File: src/rtl/adder_share_arb.sv
// ---------------------------------------------------------------------------
// adder_share_arb
//
// Purpose
//   Time-shares one registered signed adder between NUM_REQ requesters.
//   At most one requester is granted per cycle. The granted operand pair is
//   sign-extended and summed, and the sum is registered together with the
//   requester index. The registered result is held while downstream
//   backpressures.
//
// Compile-time option
//   ADDER_ARB_RR_EN  defined   : round-robin arbitration starting at rr_ptr.
//                    undefined : fixed priority, lowest asserted index wins,
//                                and no rr_ptr state exists.
//
// Handshakes (valid/ready semantics, identical on both sides)
//   Input side : requester k's operands are consumed in a cycle where
//                i_req[k] && o_gnt[k]. A requester may hold i_req high and
//                wait, or drop it without a grant (nothing is consumed).
//                The grant never depends on i_data.
//   Output side: a result is transferred in a cycle where
//                o_valid && i_out_ready. While o_valid is high and
//                i_out_ready is low, o_valid/o_data/o_id are held stable.
//
// Ports
//   clk          in   single clock, rising edge
//   rst          in   synchronous active-high reset
//   i_en         in   global enable; low blocks new grants only
//   i_req        in   [NUM_REQ]               per-requester operand valid
//   i_data       in   [NUM_REQ*2*DATA_WIDTH]  requester k: slice
//                     [k*2*DATA_WIDTH +: 2*DATA_WIDTH], a = upper, b = lower
//   o_gnt        out  [NUM_REQ]       one-hot or zero grant (combinational)
//   o_valid      out  result valid (registered)
//   o_data       out  [DATA_WIDTH+1]  signed exact sum a+b (registered)
//   o_id         out  [ID_W]          index of the producing requester
//   i_out_ready  in   downstream ready
// ---------------------------------------------------------------------------
module adder_share_arb #(
    parameter int DATA_WIDTH = 16,
    parameter int NUM_REQ    = 4,
    parameter int ID_W       = $clog2(NUM_REQ)
) (
    input  logic                            clk,
    input  logic                            rst,
    input  logic                            i_en,
    input  logic [NUM_REQ-1:0]              i_req,
    input  logic [NUM_REQ*2*DATA_WIDTH-1:0] i_data,
    output logic [NUM_REQ-1:0]              o_gnt,
    output logic                            o_valid,
    output logic [DATA_WIDTH:0]             o_data,
    output logic [ID_W-1:0]                 o_id,
    input  logic                            i_out_ready
);

    // -----------------------------------------------------------------------
    // Output register state
    // -----------------------------------------------------------------------
    logic                  o_valid_q;
    logic                  o_valid_d;
    logic [DATA_WIDTH:0]   o_data_q;
    logic [DATA_WIDTH:0]   o_data_d;
    logic [ID_W-1:0]       o_id_q;
    logic [ID_W-1:0]       o_id_d;

    // -----------------------------------------------------------------------
    // Issue control
    // -----------------------------------------------------------------------
    logic                  any_req;
    logic                  slot_free;
    logic                  can_issue;
    logic                  accept;
    logic [ID_W-1:0]       winner;

    // -----------------------------------------------------------------------
    // Datapath
    // -----------------------------------------------------------------------
    logic [DATA_WIDTH-1:0] op_a;
    logic [DATA_WIDTH-1:0] op_b;
    logic [DATA_WIDTH:0]   sum;

    assign any_req   = |i_req;

    // The output register can take a new result when it is empty or when
    // its current content leaves this cycle. This is what allows one result
    // per cycle while i_out_ready stays high.
    assign slot_free = !o_valid_q || i_out_ready;

    // rst is folded in so that o_gnt is zero during reset. A requester must
    // never see its operands consumed in a reset cycle.
    assign can_issue = i_en && slot_free && !rst;

    // Every grant is also an accept, because a grant is only ever raised on
    // an asserted i_req bit.
    assign accept    = can_issue && any_req;

`ifdef ADDER_ARB_RR_EN
    // -----------------------------------------------------------------------
    // Round-robin winner selection
    // -----------------------------------------------------------------------
    // The request vector is rotated so that bit 0 corresponds to rr_ptr.
    // The lowest set bit of the rotated vector is the offset from rr_ptr.
    // Adding that offset back modulo NUM_REQ gives the absolute winner.
    logic [ID_W-1:0]    rr_ptr_q;
    logic [ID_W-1:0]    rr_ptr_d;
    logic [NUM_REQ-1:0] req_rot;
    logic [ID_W-1:0]    rot_off;
    logic [ID_W:0]      win_ext;

    always_comb begin
        req_rot = NUM_REQ'({i_req, i_req} >> rr_ptr_q);
        rot_off = '0;
        // Scanning downward leaves the lowest set bit as the final value.
        for (int i = NUM_REQ - 1; i >= 0; i--) begin
            if (req_rot[i]) begin
                rot_off = ID_W'(i);
            end
        end
        // Both terms are below NUM_REQ, so a single conditional subtract
        // completes the modulo.
        win_ext = {1'b0, rr_ptr_q} + {1'b0, rot_off};
        if (win_ext >= (ID_W + 1)'(NUM_REQ)) begin
            win_ext = win_ext - (ID_W + 1)'(NUM_REQ);
        end
        winner = win_ext[ID_W-1:0];
    end

    // The pointer moves one past the winner only on an accept. This covers
    // i_en low, stalls and idle cycles, which all leave it unchanged.
    always_comb begin
        rr_ptr_d = rr_ptr_q;
        if (accept) begin
            if (winner == ID_W'(NUM_REQ - 1)) begin
                rr_ptr_d = '0;
            end else begin
                rr_ptr_d = winner + ID_W'(1);
            end
        end
    end

    always_ff @(posedge clk) begin
        if (rst) begin
            rr_ptr_q <= '0;
        end else begin
            rr_ptr_q <= rr_ptr_d;
        end
    end
`else
    // -----------------------------------------------------------------------
    // Fixed-priority winner selection: the lowest asserted index wins
    // -----------------------------------------------------------------------
    always_comb begin
        winner = '0;
        for (int i = NUM_REQ - 1; i >= 0; i--) begin
            if (i_req[i]) begin
                winner = ID_W'(i);
            end
        end
    end
`endif

    // -----------------------------------------------------------------------
    // Grant vector
    // -----------------------------------------------------------------------
    always_comb begin
        o_gnt = '0;
        if (accept) begin
            o_gnt[winner] = 1'b1;
        end
    end

    // -----------------------------------------------------------------------
    // Operand mux and adder
    // -----------------------------------------------------------------------
    // i_data only reaches the output register, never a port directly, so
    // there is no combinational path from i_data to any output.
    always_comb begin
        op_a = '0;
        op_b = '0;
        for (int k = 0; k < NUM_REQ; k++) begin
            if (winner == ID_W'(k)) begin
                op_a = i_data[k*2*DATA_WIDTH + DATA_WIDTH +: DATA_WIDTH];
                op_b = i_data[k*2*DATA_WIDTH +: DATA_WIDTH];
            end
        end
        // Sign-extending by one bit makes the sum exact, so it cannot
        // overflow.
        sum = {op_a[DATA_WIDTH-1], op_a} + {op_b[DATA_WIDTH-1], op_b};
    end

    // -----------------------------------------------------------------------
    // Output register next state, in priority order:
    //   1. accept                  load the new result
    //   2. i_out_ready (no accept) drop valid; data and id hold
    //   3. otherwise               hold everything
    // -----------------------------------------------------------------------
    always_comb begin
        o_valid_d = o_valid_q;
        o_data_d  = o_data_q;
        o_id_d    = o_id_q;
        if (accept) begin
            o_valid_d = 1'b1;
            o_data_d  = sum;
            o_id_d    = winner;
        end else if (i_out_ready) begin
            o_valid_d = 1'b0;
        end
    end

    // A pending result that has not been accepted downstream is discarded
    // on reset.
    always_ff @(posedge clk) begin
        if (rst) begin
            o_valid_q <= 1'b0;
            o_data_q  <= '0;
            o_id_q    <= '0;
        end else begin
            o_valid_q <= o_valid_d;
            o_data_q  <= o_data_d;
            o_id_q    <= o_id_d;
        end
    end

    assign o_valid = o_valid_q;
    assign o_data  = o_data_q;
    assign o_id    = o_id_q;

endmodule
File: config.mk
export PLATFORM = sky130hd
export DESIGN_NAME = adder_share_arb
export DESIGN_NICKNAME = d
export VERILOG_FILES = /design/src/rtl/adder_share_arb.sv
export SDC_FILE = /design/constraint.sdc
export NUM_CORES = 1
export LEC_CHECK = 0
export ABC_AREA = 1
export CAP_MARGIN = 15
export CORE_MARGIN = 2
export CORE_UTILIZATION = 35
export CTS_BUF_LIST = sky130_fd_sc_hd__clkbuf_8
export DETAILED_ROUTE_END_ITERATION = 16
export PLACE_DENSITY = 0.76
export RECOVER_POWER = 50
export SLEW_MARGIN = 30
export SYNTH_ARGS = -nofsm -noshare
export SYNTH_HDL_FRONTEND = slang
export SYNTH_SLANG_ARGS = --single-unit
File: constraint.sdc
create_clock -name clk -period 3.95 [get_ports clk]
set_clock_uncertainty 0.15 [all_clocks]
set_input_delay 0.79 -clock clk [delete_from_list [all_inputs] [get_ports clk]]
set_output_delay 0.79 -clock clk [all_outputs]
set_load 0.05 [all_outputs]
==> results.toml, run 1 <==
[outcome]
outcome = "complete, no violations"

[synthesis]
synthesis.nets = 633
ys_ff_latch = 20
syn_area_per_cell_um2 = 5.529
ys_types = 28
seq_area_frac_synth = 0.1509
yosysWarnings = 0
synth_area_um2 = 2654
syn_inst = 480

[drt]
wl_per_cell_um = 13.73
vias_per_cell = 5.138
ant_nets = 0
first_pass_iters = 5
via_count = 3725
finalWirelength_um = 9952
drc = 0
drt_iter0_drc = 212

[critical_path]
crit_path_end_kind = "register"
crit_type = "input port to register"
path_cells = "clkdlybuf4s50_1 -> nor2_1 -> o21ai_4 -> inv_2 -> nor2_8 -> nand2_1 -> nand4_1 -> ha_1 -> fa_1 -> nand2_1 -> nand2_1 -> nand3_1 -> nand2_1 -> nand2_1 -> nand3_1 -> nand3_1 -> nand2_1 -> inv_1"
crit_fanout = 32
cp_data_arrival_time_ns = 3.60
start_kind = "input port"
required_ns = 3.96
crit_path_frequent_cell = "nand2_1"
slowest_delay_ns = 0.56
crit_path_top_delay_cell = "clkdlybuf4s50_1"

[floorplanning]
dieHeight_um = 91.08
die_area_um2 = 8295
start_util = 0.3639
die_w_um = 91.08
rows = 31
io-pin-count = 160
core_area_um2 = 7292

[power_and_ir_drop]
power_frac_seq = 0.208
leakagePower_uw = 0.002078
power.density_nw_per_um2 = 269.7
internal_power_uw = 684.6
clkPwrFrac = 0.169
peakVddDrop_mv = 0.1866
switchingPower_uw = 507.7
switching_share = 0.4258
p_comb_frac = 0.623

[clocking]
cts_resized = 0
insertion_delay_ns = 0.26
cts_tree = "done"
root_buffer = "clkbuf_8"
post_cts_buffers = 0
cts.clk_slew.worst_paths_ns = 0.07
cts_hold_buf = 0
cts.htree.levels = 1
cts_sinks = 20
clk_path_buf_depth = 2
cts-buffers-inserted = 3

[sta]
final_max_slew_viol_count = 0
tns_ns = 0
slew-limit-headroom = 0.4221
fmax_mhz = 278.9
setup_ws_ns = 0.3645
post-route-period-util = 0.9077
final.min_clock_period_ns = 3.586
finalSetupViolations = 0
worst_pin_slew_ns = 0.8668
rsz0062_at_grt = "false"
hold_viol_final = 0

[global_routing]
grt.overflow.total = 0
grt_usage = 0.2338
grt_max_degree = 34
grt_first_pass_wirelength_um = 16290
grt_pass1_vias = 3535
antenna_found_initial = 0

[final_layout]
num_antenna_cells = 0
drive_above_1_share = 0.03674
fin_nets = 780
final_cell_area_um2 = 4420
layout-area-overhead-vs-synth_pct = 66.57

[min_path]
min_path_type = "register to register"

[place]
hpwl_um = 8229
gp_congestion = 0.9912
placed_area_um2 = 4372
numPortBuffers = 159
pre_cts_ws_ns = 0.1166

[run]
drv_cap = 0
stage by stage:
step	instances	util	hold WS (ns)	total power, uW
final	725	0.6062	0.3262	1192
after global routing	725	0.6062	0.3546	1278
after CTS	725	0.6093	0.3312	1208
after detailed placement	721	0.5995	0.3187	1005
after global placement	721	0.5995	0.3106	994.2
after floorplan	480	-	0.5474	709.4
cell families (layout without fill, tap and decap cells):
family	Yosys count	in the layout	share of synthesized area
AOI/OAI and AO/OA	25	25	0.05893
and+or+nand+nor	330	330	0.5578
DFF	20	20	0.1509
buffers and inverters	82	228	0.1297
xor gates and xnor gates	6	6	0.01980
adders and majority gates	17	17	0.08298
critical path: cells and delay by family:
kind	cells	cell delay, ns
AO/OA/AOI/OAI	1	0.24
adder cells (fa/ha/maj)	2	0.47
buffers and inverters	3	0.71
AND/OR/NAND/NOR	12	1.36
state kept, by name, summed over array words and instances (netlist names):
name and count:
o_valid 1, o_data 17, o_id 2
path summary, 6_finish.rpt:
| check | from | end | slack [ns] | cells after the start |
|---|---|---|---|---|
| max | i_req[2] | o_data[12]$_SDFFE_PP0P_ | 0.36 | 18 |
| max reg2reg | o_valid$_SDFFE_PP0P_ | o_data[9]$_SDFFE_PP0P_ | 1.94 | 8 |
| min reg2reg | o_data[5]$_SDFFE_PP0P_ | o_data[5]$_SDFFE_PP0P_ | 0.33 | 2 |
| min | o_data[5]$_SDFFE_PP0P_ | o_data[5]$_SDFFE_PP0P_ | 0.33 | 2 |
cell usage in the layout (no fill, tap or decap), types with 6 or more instances in the layout:
| cell | Yosys | routed |
|---|---|---|
| a21oi_1 | 10 | 10 |
| buf_12 | 0 | 6 |
| clkdlybuf4s50_1 | 0 | 136 |
| dfxtp_1 | 20 | 20 |
| dlygate4sd3_1 | 0 | 19 |
| ha_1 | 16 | 16 |
| inv_1 | 53 | 53 |
| nand2_1 | 180 | 180 |
| nand3_1 | 94 | 94 |
| nand4_1 | 33 | 33 |
| nor2_1 | 12 | 12 |
| o21ai_1 | 7 | 7 |
cell usage after synthesis, drive strengths merged:
cell    instances  share of area
inv            57          0.081
nand3b          1         0.0028
o21ai          14          0.032
xor2            1         0.0033
nand2         180           0.25
nor3            5         0.0094
clkbuf          9          0.013
buf            16          0.036
a31oi           1         0.0080
dfxtp          20           0.15
xnor2           5          0.017
nand3          94           0.18
a21oi          10          0.019
ha             16          0.075
and2            1         0.0024
nor2           15          0.031
fa              1         0.0075
or2             1         0.0024
nand4          33          0.078
power groups by stage:
stage                     Combinational (uW)  Clock [uW]  Sequential [uW]
after global routing                     816         209              252
after detailed placement                 750           0              255
after floorplan                          351           0              358
final                                    742         201              248
after CTS                                753         204              250
after global placement                   741           0              253
area by class of cell:
cell class,count,area [um2]
clock buffer,3,41.29
clock inverter,1,30.03
fill,710,2872
inverter,57,214.0
multi-input combinational,378,1902
sequential,20,400.4
tap,99,123.9
timing repair buffer,167,1709
per-layer routing:
layer	GRT usage	up-vias	wire, um
met2	0.4191	162	4847
met4	0.06439	0	150
met5	0	-	0
li1	-	1863	-
met1	0.2884	1682	4249
met3	0.03651	18	705
No activity file was read; power rests on OpenSTA's default activity.
==> run 2, diff against run 1 <==
--- a/config.mk
+++ b/config.mk
@@ -7,12 +7,14 @@
 export LEC_CHECK = 0
 export ABC_AREA = 1
 export CAP_MARGIN = 15
-export CORE_MARGIN = 2
+export CORE_MARGIN = 5
 export CORE_UTILIZATION = 35
 export CTS_BUF_LIST = sky130_fd_sc_hd__clkbuf_8
 export DETAILED_ROUTE_END_ITERATION = 16
+export GPL_TIMING_DRIVEN = 0
 export PLACE_DENSITY = 0.76
 export RECOVER_POWER = 50
+export SKIP_CTS_REPAIR_TIMING = 1
 export SLEW_MARGIN = 30
 export SYNTH_ARGS = -nofsm -noshare
 export SYNTH_HDL_FRONTEND = slang
==> results.toml, run 2 (synthesis gave the netlist of run 1 again) <==
[floorplanning]
dieHeight_um = 97.08
rows = 31
die_area_um2 = 9424
io-pin-count = 160
core_area_um2 = 7331
die_w_um = 97.08
start_util = 0.3620

[global_routing]
grt_max_degree = 13
grt_pass1_vias = 3597
antenna_found_initial = 0
grt_usage = 0.2099
grt_first_pass_wirelength_um = 16790
grt.overflow.total = 0

[clocking]
clk_path_buf_depth = 2
root_buffer = "clkbuf_8"
cts.htree.levels = 1
cts_sinks = 20
cts-buffers-inserted = 3
cts.clk_slew.worst_paths_ns = 0.07
insertion_delay_ns = 0.26
cts_tree = "done"

[power_and_ir_drop]
switchingPower_uw = 506.6
switching_share = 0.4253
clkPwrFrac = 0.171
power.density_nw_per_um2 = 266.4
p_comb_frac = 0.621
power_frac_seq = 0.208
internal_power_uw = 684.7
leakagePower_uw = 0.002188
peakVddDrop_mv = 0.1293

[final_layout]
final_common_cell = "nand2_1"
final_cell_area_um2 = 4472
n_fill_cell = 711
multiInputGateArea_um2 = 1919
final_cells = 743
largest_reg_flops = 17
final_cell_mix = "180 x nand2_1, 133 x clkdlybuf4s50_1, 94 x nand3_1"
seq_area_um2 = 400.4
num_antenna_cells = 0
fin_nets = 798
drive_above_1_share = 0.05435
layout-area-overhead-vs-synth_pct = 68.51

[drt]
wl_met3_um = 827
drt_iter0_drc = 133
wl_per_cell_um = 13.85
drc = 0
via_count = 3714
first_pass_iters = 4
ant_nets = 0
finalWirelength_um = 10290
wl_met1_um = 4380
vias_per_cell = 4.999
topRoutingLayerUsed = "met4"
routed-wl-met2_um = 4939

[run]
drv_cap = 0

[place]
numPortBuffers = 158
gp_congestion = 0.8955
placed_area_um2 = 4359
hpwl_um = 8782
post-place-cells = 737

[min_path]
min_path_type = "register to register"
min_path_cells = 2

[sta]
worst_pin_slew_ns = 0.5616
slew-limit-headroom = 0.6250
post-route-period-util = 0.9603
final.min_clock_period_ns = 3.793
fmax_mhz = 263.6
hold_viol_final = 0
finalSetupViolations = 0
final_max_slew_viol_count = 0

[critical_path]
reg2reg_depth = 7
crit_fanout = 10
crit_path_end_kind = "output port"
cp_data_arrival_time_ns = 2.85
required_ns = 3.01
start_kind = "input port"
crit_type = "input port to output port"

[outcome]
outcome = "complete, no violations"
run 2: cell types whose count changed in the layout (fill, tap and decap cells not counted), sizes merged:
cell	previous run	this run
clkdlybuf4s50	136	133
buf	10	17
clkbuf	5	13
dlygate4sd3	19	20
dlymetal6s2s	0	5
run 2: per-stage QoR:
| step | hold WS (ns) | TNS [ns] | util | total power (uW) | setup WS, ns |
|---|---|---|---|---|---|
| 6_report | 0.3283 | 0 | 0.6100 | 1191 | 0.1567 |
| 3_5_place_dp | 0.3137 | -0.9657 | 0.5946 | 998.7 | -0.2614 |
| 3_3_place_gp | 0.3096 | -0.6095 | 0.5946 | 987.3 | -0.2357 |
| 4_1_cts | 0.3258 | -0.4870 | 0.6044 | 1204 | -0.2706 |
| 5_1_grt | 0.3527 | -0.009373 | 0.6100 | 1280 | -0.009373 |
| 2_1_floorplan | 0.5474 | 0 | - | 709.4 | 0.4392 |
run 2: critical path, stage by stage:
cell	delay (ns)
clkdlybuf4s50_1	0.45
inv_1	0.04
nand2_1	0.06
nand3_1	0.24
a31oi_4	0.35
inv_2	0.14
buf_2	0.20
nor3_1	0.14
dlymetal6s2s_1	0.44
run 2: cell type report:
| type | instances | area share |
|---|---|---|
| Clock inverter | 1 | 0.006715 |
| Multi-Input combinational cell | 378 | 0.4292 |
| Timing Repair Buffer | 160 | 0.3598 |
| Sequential cell | 20 | 0.08954 |
| Clock buffer | 3 | 0.009233 |
| Buffer | 25 | 0.02994 |
| Inverter | 57 | 0.04785 |
| Tap cell | 99 | 0.02770 |
run 2: worst paths after layout:
kind / start / to / slack, ns
min: o_data[8]$_SDFFE_PP0P_ / o_data[8]$_SDFFE_PP0P_ / 0.33
min reg2reg: o_data[8]$_SDFFE_PP0P_ / o_data[8]$_SDFFE_PP0P_ / 0.33
max: i_out_ready / o_gnt[3] / 0.16
max reg2reg: o_valid$_SDFFE_PP0P_ / o_data[11]$_SDFFE_PP0P_ / 2.19
run 2: power by group through the flow:
stage / Clock [uW] / Sequential [uW] / Combinational (uW)
6_report: 204 / 248 / 740
5_1_grt: 218 / 252 / 811
4_1_cts: 207 / 250 / 747
3_5_place_dp: 0 / 255 / 744
3_3_place_gp: 0 / 253 / 734
2_1_floorplan: 0 / 358 / 351
run 2: layer usage:
| layer | track usage | vias to the layer above |
|---|---|---|
| met1 | 0.2627 | 1658 |
| met4 | 0.04644 | 0 |
| met5 | 0 | - |
| li1 | - | 1910 |
| met3 | 0.04810 | 10 |
| met2 | 0.3652 | 136 |
==> run 3, diff against run 2 <==
--- a/config.mk
+++ b/config.mk
@@ -8,11 +8,11 @@
 export ABC_AREA = 1
 export CAP_MARGIN = 15
 export CORE_MARGIN = 5
-export CORE_UTILIZATION = 35
+export CORE_UTILIZATION = 39
 export CTS_BUF_LIST = sky130_fd_sc_hd__clkbuf_8
 export DETAILED_ROUTE_END_ITERATION = 16
 export GPL_TIMING_DRIVEN = 0
-export PLACE_DENSITY = 0.76
+export PLACE_DENSITY = 0.83
 export RECOVER_POWER = 50
 export SKIP_CTS_REPAIR_TIMING = 1
 export SLEW_MARGIN = 30
==> results.toml, run 3 (synthesis gave the netlist of run 1 again) <==
[outcome]
outcome = "complete, no violations"

[global_routing]
grt_pass1_vias = 3741
grt_max_degree = 12
grt_first_pass_wirelength_um = 16710
grt.overflow.total = 0
antenna_found_initial = 0
grt_usage = 0.2337

[power_and_ir_drop]
clkPwrFrac = 0.133
p_comb_frac = 0.649
switching_share = 0.4395
peakVddDrop_mv = 0.1231
switchingPower_uw = 500.5
power_frac_seq = 0.218
internal_power_uw = 638.3
leakagePower_uw = 0.002154
power.density_nw_per_um2 = 257.7

[critical_path]
reg2reg_depth = 7
crit_type = "input port to output port"
start_kind = "input port"
cp_data_arrival_time_ns = 2.92
required_ns = 3.01
crit_fanout = 10
crit_path_end_kind = "output port"

[clocking]
cts_tree = "done"
cts.htree.levels = 1
insertion_delay_ns = 0.25
root_buffer = "clkbuf_8"
cts.clk_slew.worst_paths_ns = 0.07
cts-buffers-inserted = 3
cts_sinks = 20
clk_path_buf_depth = 2

[floorplanning]
rows = 30
core_area_um2 = 6719
start_util = 0.3950
die_w_um = 92.49
dieHeight_um = 92.49
die_area_um2 = 8554
io-pin-count = 160

[final_layout]
n_fill_cell = 656
layout-area-overhead-vs-synth_pct = 66.53
drive_above_1_share = 0.05435
seq_area_um2 = 400.4
multiInputGateArea_um2 = 1914
num_antenna_cells = 0
largest_reg_flops = 17
final_common_cell = "nand2_1"
final_cell_mix = "180 x nand2_1, 135 x clkdlybuf4s50_1, 94 x nand3_1"
fin_nets = 798

[sta]
slew-limit-headroom = 0.6371
rsz0062_at_grt = "false"
post-route-period-util = 0.9762
hold_viol_final = 0
final_max_slew_viol_count = 0
finalSetupViolations = 0
fmax_mhz = 259.3
worst_pin_slew_ns = 0.5435
timing.hold.ws_ns = 0.3216
tns_ns = 0
final.min_clock_period_ns = 3.856

[drt]
via_count = 3762
first_pass_iters = 5
drc = 0
vias_per_cell = 5.196
drt_iter0_drc = 177
ant_nets = 0
wl_per_cell_um = 13.91
finalWirelength_um = 10070

[place]
gp_congestion = 0.9678
numPortBuffers = 158
hpwl_um = 8633

[min_path]
min_path_type = "register to register"
min_path_cells = 2

[run]
drv_cap = 0
-- run 3: cell types whose count changed in the layout (fill, tap and decap cells not counted) --
cell and delta:
buf_2 +1, nor2_4 -1, clkbuf_4 -1, nor2_2 +1, clkbuf_8 +1, dlymetal6s2s_1 -2, bufinv_16 -1, clkdlybuf4s50_1 +2
-- run 3: final timing paths --
path                        startpoint                      end  slack (ns)
setup reg to reg  o_valid$_SDFFE_PP0P_  o_data[11]$_SDFFE_PP0P_        2.22
hold reg to reg   o_id[1]$_SDFFE_PP0P_     o_id[1]$_SDFFE_PP0P_        0.32
hold / removal    o_id[1]$_SDFFE_PP0P_     o_id[1]$_SDFFE_PP0P_        0.32
setup / recovery              i_req[0]                 o_gnt[2]        0.09
-- run 3: worst max-delay path: stages --
cell	delay (ns)
clkdlybuf4s50_1	0.47
nor2_4	0.15
o21ai_2	0.09
buf_6	0.16
buf_2	0.20
nor3_1	0.20
clkdlybuf4s50_1	0.85
-- run 3: power by group through the flow --
stage | Combinational, uW | Sequential, uW | Clock (uW)
after detailed placement | 743 | 254 | 0
after global placement | 733 | 252 | 0
after CTS | 747 | 250 | 155
after floorplan | 351 | 358 | 0
final | 739 | 248 | 152
after global routing | 820 | 252 | 163
-- run 3: per-stage QoR --
stage	area (um2)	util	instances	power, uW	worst slack, ns
2_1_floorplan	2654	-	480	709.4	0.4392
3_3_place_gp	4335	0.6453	718	985.0	-0.2114
3_5_place_dp	4335	0.6453	718	997.1	-0.2206
4_1_cts	4390	0.6534	722	1151	-0.2231
5_1_grt	4419	0.6577	724	1235	0.004498
6_report	4419	0.6577	724	1139	0.09387
-- run 3: layout make-up --
cell class,count,share of cell area
multi-input cells,378,0.4332
plain buffers,25,0.02973
flip-flops and latches,20,0.09060
clock buffers,4,0.01246
inverters,57,0.04841
repair buffers,160,0.3630
well taps,80,0.02265
-- run 3: metal layers --
| metal | share of wire | global-route usage | up-vias |
|---|---|---|---|
| met5 | 0 | 0 | - |
| met4 | 0.027 | 0.08045 | 0 |
| met3 | 0.10 | 0.05768 | 27 |
| met2 | 0.47 | 0.4048 | 167 |
| met1 | 0.41 | 0.2797 | 1665 |
| li1 | - | - | 1903 |
